`config.mk`:
```
export PLATFORM = sky130hd
export DESIGN_NAME = fifo_burst_reader
export DESIGN_NICKNAME = d
export VERILOG_FILES = /design/src/rtl/fifo_burst_reader.sv
export SDC_FILE = /design/constraint.sdc
export NUM_CORES = 1
export LEC_CHECK = 0
export BUFFER_PORTS_ARGS = -buffer_cell sky130_fd_sc_hd__buf_2
export CAP_MARGIN = 20
export CORE_MARGIN = 3
export CORE_UTILIZATION = 30
export DETAILED_ROUTE_END_ITERATION = 10
export SYNTH_ARGS = -nofsm -noshare
export SYNTH_HDL_FRONTEND = slang
export SYNTH_SLANG_ARGS = --single-unit
```
`constraint.sdc`:
```
create_clock -name clk -period 4.7 [get_ports clk]
set_input_delay 0.47 -clock clk [delete_from_list [all_inputs] [get_ports clk]]
set_output_delay 0.47 -clock clk [all_outputs]
set_load 0.02 [all_outputs]
```
`src/rtl/fifo_burst_reader.sv`:
```
// Burst read controller: pops `len` words from a FIFO (1-cycle read latency) and streams them
// out with valid/ready through a 2-entry buffer. Define READER_LAST_EN to add the o_last output.
module fifo_burst_reader #(
  parameter int unsigned bw    = 4,
  parameter int unsigned width = 1,
  parameter int unsigned LEN_W = 7
) (
  input  logic                  clk,
  input  logic                  reset,
  input  logic                  start,
  input  logic [LEN_W-1:0]      len,
  output logic                  busy,
  output logic                  done,
  input  logic                  i_empty,
  output logic                  o_rd,
  input  logic [width*bw-1:0]   i_data,
  output logic                  o_valid,
  output logic [width*bw-1:0]   o_data,
  input  logic                  i_ready
`ifdef READER_LAST_EN
  ,
  output logic                  o_last
`endif
);

  localparam logic [1:0] StIdle  = 2'd0;
  localparam logic [1:0] StRun   = 2'd1;
  localparam logic [1:0] StFlush = 2'd2;
  localparam logic [1:0] StDone  = 2'd3;

  logic [1:0]          r_state;
  logic [1:0]          w_state_nxt;
  logic [LEN_W-1:0]    r_len;
  logic [LEN_W-1:0]    r_issued;
  logic [LEN_W-1:0]    r_delivered;
  logic [LEN_W-1:0]    w_deliv_nxt;
  logic                r_inflight;
  logic [1:0]          r_occ;
  logic [width*bw-1:0] r_buf0;
  logic [width*bw-1:0] r_buf1;
  logic                w_valid;
  logic                w_pop;
  logic                w_rd;
  logic [2:0]          w_need;
  logic [2:0]          w_cap;

  // Head is buf0 when anything is stored, else the word arriving from the FIFO this cycle.
  assign w_valid = (r_occ != 2'd0) | r_inflight;
  assign w_pop   = w_valid & i_ready;
  assign w_need  = 3'(r_occ) + 3'(r_inflight) + 3'd1;
  assign w_cap   = 3'd2 + 3'(w_pop);
  assign w_rd    = (r_state == StRun) & ~i_empty & (r_issued < r_len) & (w_need <= w_cap);
  assign w_deliv_nxt = r_delivered + LEN_W'(w_pop);

  assign o_rd    = w_rd;
  assign o_valid = w_valid;
  assign o_data  = (r_occ != 2'd0) ? r_buf0 : (r_inflight ? i_data : '0);
  assign busy    = (r_state == StRun) | (r_state == StFlush);
  assign done    = (r_state == StDone);

`ifdef READER_LAST_EN
  logic [LEN_W-1:0] w_deliv_inc;
  assign w_deliv_inc = r_delivered + LEN_W'(1);
  assign o_last      = w_valid & (w_deliv_inc == r_len);
`endif

  always_comb begin
    w_state_nxt = r_state;
    case (r_state)
      StIdle: begin
        if (start) w_state_nxt = (len == '0) ? StDone : StRun;
      end
      StRun, StFlush: begin
        // Everything delivered implies nothing buffered or in flight.
        if (w_deliv_nxt == r_len)                        w_state_nxt = StDone;
        else if ((r_state == StRun) && (r_issued == r_len)) w_state_nxt = StFlush;
      end
      StDone:  w_state_nxt = StIdle;
      default: w_state_nxt = StIdle;
    endcase
  end

  always_ff @(posedge clk or posedge reset) begin
    if (reset) begin
      r_state     <= StIdle;
      r_len       <= '0;
      r_issued    <= '0;
      r_delivered <= '0;
    end else begin
      r_state <= w_state_nxt;
      if ((r_state == StIdle) && start) begin
        r_len       <= len;
        r_issued    <= '0;
        r_delivered <= '0;
      end else if (busy) begin
        r_issued    <= r_issued + LEN_W'(w_rd);
        r_delivered <= w_deliv_nxt;
      end
    end
  end

  always_ff @(posedge clk or posedge reset) begin
    if (reset) begin
      r_inflight <= 1'b0;
      r_occ      <= 2'd0;
      r_buf0     <= '0;
      r_buf1     <= '0;
    end else begin
      r_inflight <= w_rd;
      case ({r_inflight, w_pop})
        2'b10: begin
          if (r_occ == 2'd0) r_buf0 <= i_data;
          else               r_buf1 <= i_data;
          r_occ <= r_occ + 2'd1;
        end
        2'b01: begin
          r_buf0 <= r_buf1;
          r_occ  <= r_occ - 2'd1;
        end
        2'b11: begin
          // Empty buffer: the arriving word bypasses straight out and is not stored.
          if (r_occ == 2'd1) begin
            r_buf0 <= i_data;
          end else if (r_occ == 2'd2) begin
            r_buf0 <= r_buf1;
            r_buf1 <= i_data;
          end
        end
        default: ;
      endcase
    end
  end

endmodule

```
==> results of run 1 <==
worst min-delay path by stage:
stage / startpoint / end / slack (ns)
global route: reset / r_issued[0] / 0.33
global placement: r_buf1[2] / r_buf1[2] / 0.49
finish: reset / r_issued[0] / 0.27
detailed placement: r_buf1[3] / r_buf1[3] / 0.49
CTS: reset / r_issued[1] / 0.29
floorplan: r_occ[0] / r_occ[0] / 0.47
power groups by stage:
stage               Combinational (W)  Clock, W  Sequential (W)
global placement             0.000841         0        0.000505
floorplan                    0.000688         0        0.000465
global route                 0.000958  0.000235        0.000520
detailed placement           0.000857         0        0.000508
finish                       0.000847  0.000214        0.000502
CTS                          0.000860  0.000222        0.000503
cell usage in the layout (no fill, tap or decap), types with 7 or more instances in the layout:
master	synthesis	routed
a21oi_1	7	7
nor2_1	25	25
nand3_1	7	7
o21ai_0	21	21
xnor2_1	8	8
nand4_1	7	7
inv_1	22	22
nand2_1	17	17
xor2_1	11	11
dfrtp_1	34	34
ha_1	19	19
mux2i_1	7	7
buf_2	1	23
through the flow:
step | hold slack (ns) | area [µm²] | total power, W | worst slack, ns | util [%]
finish | 0.2688 | 2484 | 0.001563 | 1.338 | 35.57
global route | 0.3286 | 2484 | 0.001713 | 1.029 | 35.57
CTS | 0.2882 | 2484 | 0.001585 | 1.307 | 35.57
detailed placement | 0.4913 | 2401 | 0.001365 | 1.322 | 34.39
floorplan | 0.4733 | 2212 | 0.001152 | 1.305 | -
global placement | 0.4905 | 2401 | 0.001346 | 1.498 | 34.39
routing by layer:
layer / global-route usage [%] / vias to the layer above / wire length, µm
li1: - / 869 / -
met1: 15.87 / 826 / 2283
met2: 20.92 / 17 / 2370
met3: 2.871 / 6 / 111
met4: 4.455 / 0 / 80
met5: 0 / - / 0
cell type report:
class / count / area, µm²
clock buffer: 6 / 82.58
tap: 96 / 120.1
fill: 742 / 4498
inverter: 22 / 82.58
sequential: 34 / 850.8
multi-input combinational: 173 / 1225
timing repair buffer: 24 / 122.6
worst reg2reg max path: cells and delay by family (launching register included):
family          cells  cell delay (ns)
fa+ha+maj           4             1.05
compound gates      3             0.70
flops               1             0.42
buf+inv             1             0.11
simple gates        5             1.01
sequential cells by signal, indices dropped and copies added, names as in the netlist:
signal / cells
r_delivered: 7
r_issued: 7
r_len: 7
r_buf0: 4
r_buf1: 4
r_occ: 2
r_state: 2
r_inflight: 1
kinds of logic after synthesis:
logic type	Yosys count
DFF	34
AOI/OAI and AO/OA	42
adders and majority gates	19
and+or+nand+nor	80
xor gates and xnor gates	19
buffers and inverters	32
muxes	13
==> run summary, run 1 <==
cell accounting for the most synthesized area = dfrtp_1
Initial DRC Count = 65
io pins = 24
Routed Antenna Nets = 0
reg2reg path depth = 13
Root Driver = clkbuf_8
mean area per synthesized cell = 9.256 µm²
num rows = 30
EDFF count, synth = 0
combinational family with the most area after synthesis = simple AND/OR/NAND/NOR gates
Final Hold Fails = 0
1st-pass router iterations = 4
cell count after synthesis = 239
Area Overhead vs Synth = 12.27%
Chip Width = 91.87 µm
Crit-path slowest cell = dfrtp_1
Critical Path RT = 4.91 ns
Yosys cell types = 45
switch share = 44.88%
crit-path cells = inv_1 > ha_1 > nor2b_2 > nor2_1 > ha_1 > nor2_1 > a221o_1 > a31oi_1 > ha_1 > ha_1 > nand4_1 > or3_1 > a21oi_1
actual slew at the worst max-slew pin = 0.9527 ns
final setup violation count = 0
n_diodes = 0
first-pass GRT wire length = 8418 µm
Crit path arrival time = 3.57 ns
Port-buffer cells = 23
FF-to-FF Start = r_occ[1]
crit path max fanout = 12
Num Clock Sinks = 34
Vias = 1718
outcome = completed
largest net degree at the start of global routing = 35
grt total ovfl = 0
Detailed Place HPWL = 3723 µm
initial core utilization = 31.68%
Synth Flop Type = dfrtp_1
hold buffers post-CTS = 0
Net Sw Power = 0.0007015 W
setup repair bufs after CTS = 0
Clock Power Share = 13.7%
clock slew seen by the registers of the worst setup and hold paths = 0.07 ns
total CTS buffers = 5
crit-path max cell delay = 0.42 ns
Nets = 295
area of the core = 0.006982 mm²
Final Cycle Share = 71.54%
GRT Overall Usage = 12.55%
WP depth = 13
VDD IR-drop max = 0.2182 mV
antenna violations before repair = 0
GP Congestion = 0.8489
CTS HTree Levels = 2
Syn Nets = 274
crit path capture = r_issued[6]
Yosys warnings = 0
most used cell along the critical path = ha_1
DIE AREA = 0.008440 mm²
commonest cells in the netlist = dfrtp_1, nor2_1, inv_1
CP bufs+invs = 1
Post-Layout Cell Count = 355
Int Power = 0.0008617 W
clock latency on the worst-skew pair = 0.29 ns
simple logic cell fraction of the synthesized area = 18.67%
wirelength, routed = 4845 µm
Achievable Freq = 0.2974 GHz
Comb pwr share = 54.2%
Clock Skews = 0.007518 ns
max-slew violations = 0
mux share of post-synthesis cell area = 6.391%
Synth async-reset ratio = 100.0%
Max Cap Violations = 0
largest cells by area after synthesis = dfrtp_1, ha_1, o21ai_0, xor2_1, nor2_1
layout cell share with drive strength beyond 1 = 16.99%
Leak Pwr = 1.174 nW
Critical Path Source = r_occ[1]
Min-Delay Path Class = in -> async
drt wl/cell = 13.65 µm
FF-to-FF setup slack = 1.34 ns
Via density = 4.839
unrepaired setup endpoints after global routing = no
R2R Path End = r_issued[6]
most frequent cell after synthesis = dfrtp_1
Synth Cell Area = 0.002212 mm²
Seq cells post-synth = 34
share of the yosys chip area belonging to registers = 38.46%
Synth Area in Adders = 10.75%
chip height = 91.87 µm
Synth Area in XOR/XNOR = 7.523%
Critical Path Source Type = register
endpoint class of the critical path = register
Inst Count DP = 349
clk buf depth = 2
Remaining DRCs = 0
critical path class = reg -> reg
post-synthesis compound-gate area fraction = 12.05%
vias in the first global route = 1736
fin crit period = 3.362 ns
CTS-repair resized insts = 0
sequential share of power = 32.1%
setup TNS = 0 ns
Rel. slew slack = 36.49%
CP top delay family = adder cells
PD cells = 629.4 mW/mm²
Synth top area share = 38.46%
CTS tree = yes
Note: power is estimated with default switching activity, not from simulation.
==> run 2: changes to the inputs <==
Settings changed: ABC_AREA set to 1.
Clock period 4.7 ns to 3.35 ns, I/O delays scaled along.
==> run 2 against run 1 <==
Clock skew fell by 0.00051 ns. Via count rose by 8.7%. Total power rose by 30%. Setup slack got worse by 0.77 ns. Maximum frequency rose by 21%. Synthesized area fell by 0.40%. Critical path depth rose by 2. Critical endpoint unchanged. Largest power group unchanged.
==> run summary, run 2 <==
Critical Path RT = 3.52 ns
Final Hold Fails = 0
Chip Width = 91.70 µm
Net Sw Power = 0.0009268 W
Rel. slew slack = 48.88%
CTS-repair resized insts = 0
area of the core = 0.006944 mm²
commonest non-fill, non-tap cell in the layout = nand2_1
vias in the first global route = 1767
num rows = 30
Max Cap Violations = 0
clk buf depth = 2
Num Clock Sinks = 34
1st-pass router iterations = 4
fin crit period = 2.781 ns
GP Congestion = 0.7892
Yosys cell types = 35
instance area after placement = 0.002434 mm²
Min-Delay Path Class = in -> async
initial core utilization = 31.73%
FF-to-FF setup slack = 0.57 ns
mean area per synthesized cell = 7.983 µm²
Int Power = 0.001099 W
crit path max fanout = 5
layout cell share with drive strength beyond 1 = 16.39%
Seq cells post-synth = 34
endpoint class of the critical path = register
most used cell along the critical path = ha_1
Remaining DRCs = 0
Crit path arrival time = 2.96 ns
Area Overhead vs Synth = 14.59%
total CTS buffers = 5
n_diodes = 0
grt total ovfl = 0
Regs by FF count = r_delivered: 7 flops, r_issued: 7 flops, r_len: 7 flops
drt wl/cell = 11.65 µm
Initial DRC Count = 79
outcome = completed
Synth top area share = 38.61%
actual slew at the worst max-slew pin = 0.7649 ns
Crit-path slowest cell = or3b_2
Syn Nets = 311
most frequent cell after synthesis = nand2_1
Routed Antenna Nets = 0
Synth async-reset ratio = 100.0%
Fillers = 719
Comb pwr share = 51.8%
Vias = 1868
CTS HTree Levels = 2
switch share = 45.75%
Achievable Freq = 0.3595 GHz
reg2reg path depth = 15
Critical Path Source = r_occ[0]
share of the yosys chip area belonging to registers = 38.61%
VDD IR-drop max = 0.4020 mV
chip height = 91.70 µm
design area = 0.002525 mm²
Root Driver = clkbuf_8
sequential share of power = 32.3%
FF-to-FF Start = r_occ[0]
io pins = 24
Nets = 339
first-pass GRT wire length = 8031 µm
commonest cells in the netlist = nand2_1, inv_1, dfrtp_1
crit path capture = r_issued[6]
crit-path cells = inv_1 > ha_1 > a21oi_4 > ha_1 > or3b_2 > nand4_1 > a21oi_1 > ha_1 > ha_1 > nand3_1 > nor2_1 > nand2_1 > o21ai_0 > nand2_1 > nor2_1
GRT Overall Usage = 11.83%
CTS tree = yes
Clock Skews = 0.007008 ns
setup TNS = 0 ns
Detailed Place HPWL = 3581 µm
Via density = 4.658
Synth Cell Area = 0.002203 mm²
hold buffers post-CTS = 0
Clock Power Share = 15.9%
largest cells by area after synthesis = dfrtp_1, ha_1, nand2_1, inv_1, nand3_1
largest net degree at the start of global routing = 35
Leak Pwr = 1.293 nW
max-slew violations = 0
clock slew seen by the registers of the worst setup and hold paths = 0.07 ns
PD cells = 802.3 mW/mm²
wirelength, routed = 4670 µm
DIE AREA = 0.008409 mm²
clock latency on the worst-skew pair = 0.29 ns
final setup violation count = 0
setup repair bufs after CTS = 0
unrepaired setup endpoints after global routing = no
critical path class = reg -> reg
crit-path max cell delay = 0.45 ns
Critical Path Source Type = register
Final Cycle Share = 83.03%
cell accounting for the most synthesized area = dfrtp_1
cell count after synthesis = 276
Port-buffer cells = 23
Synth Flop Type = dfrtp_1
R2R Path End = r_issued[6]
Yosys warnings = 0
antenna violations before repair = 0
EDFF count, synth = 0
commonest non-fill, non-tap cells in the layout = nand2_1, inv_1, dfrtp_1
==> run 2: kinds of logic (layout without fill, tap and decap cells) <==
kind of cell | count (synthesis) | in the layout | synth area share, %
simple gates | 111 | 111 | 24.02
buf+inv | 55 | 84 | 9.938
compound gates | 53 | 53 | 14.37
flops | 34 | 34 | 38.61
fa+ha+maj | 19 | 19 | 10.79
xor+xnor | 4 | 4 | 2.272
==> run 2: worst min-delay path by stage <==
| stage | to | startpoint |
|---|---|---|
| after floorplan | r_state[1] | r_state[1] |
| after global placement | r_issued[3] | reset |
| after detailed placement | r_issued[5] | reset |
| after CTS | r_occ[0] | reset |
| after global routing | r_issued[6] | reset |
| final | r_issued[4] | reset |
==> run 2: power groups by stage <==
stage | Clock, W | Sequential (W) | Combinational (W)
floorplan | 0 | 0.000629 | 0.000820
CTS | 0.000333 | 0.000654 | 0.00107
finish | 0.000322 | 0.000655 | 0.00105
global route | 0.000351 | 0.000673 | 0.00119
detailed placement | 0 | 0.000663 | 0.00106
global placement | 0 | 0.000659 | 0.00105
==> run 2: metrics by stage <==
| step | util (%) | power (W) | std cells | setup slack [ns] | hold slack (ns) |
|---|---|---|---|---|---|
| 6_report | 36.36 | 0.002026 | 401 | 0.5686 | 0.1358 |
| 5_1_grt | 36.36 | 0.002217 | 401 | 0.3862 | 0.1756 |
| 4_1_cts | 36.36 | 0.002054 | 401 | 0.5575 | 0.1523 |
| 3_5_place_dp | 35.05 | 0.001723 | 393 | 0.5885 | 0.4646 |
| 3_3_place_gp | 35.05 | 0.001706 | 393 | 0.6683 | 0.4611 |
| 2_1_floorplan | - | 0.001450 | 276 | 0.5622 | 0.4656 |
==> run 2: worst max-delay path: cells and delay by family, from the launching register on <==
kind	cells	cell delay (ns)
compound gates	3	0.35
buf+inv	1	0.09
simple gates	7	0.89
fa+ha+maj	4	0.93
flops	1	0.39
==> run 2: area by class of cell <==
class	instances	area [µm²]	area share, %
Clock buffer	7	86.33	3.419
Clock inverter	1	5.005	0.1982
Inverter	51	198.9	7.879
Multi-Input combinational cell	187	1134	44.90
Sequential cell	34	850.8	33.70
Tap cell	96	120.1	4.757
Timing Repair Buffer	25	130.1	5.154
==> run 2: metal layers <==
layer	vias up	track usage [%]	share of wire (%)	routed length, µm
met5	-	0	0	0
met4	0	4.579	1.9	89
met3	9	2.379	3.9	183
met2	38	19.60	47	2176
met1	853	15.15	48	2221
li1	968	-	-	-
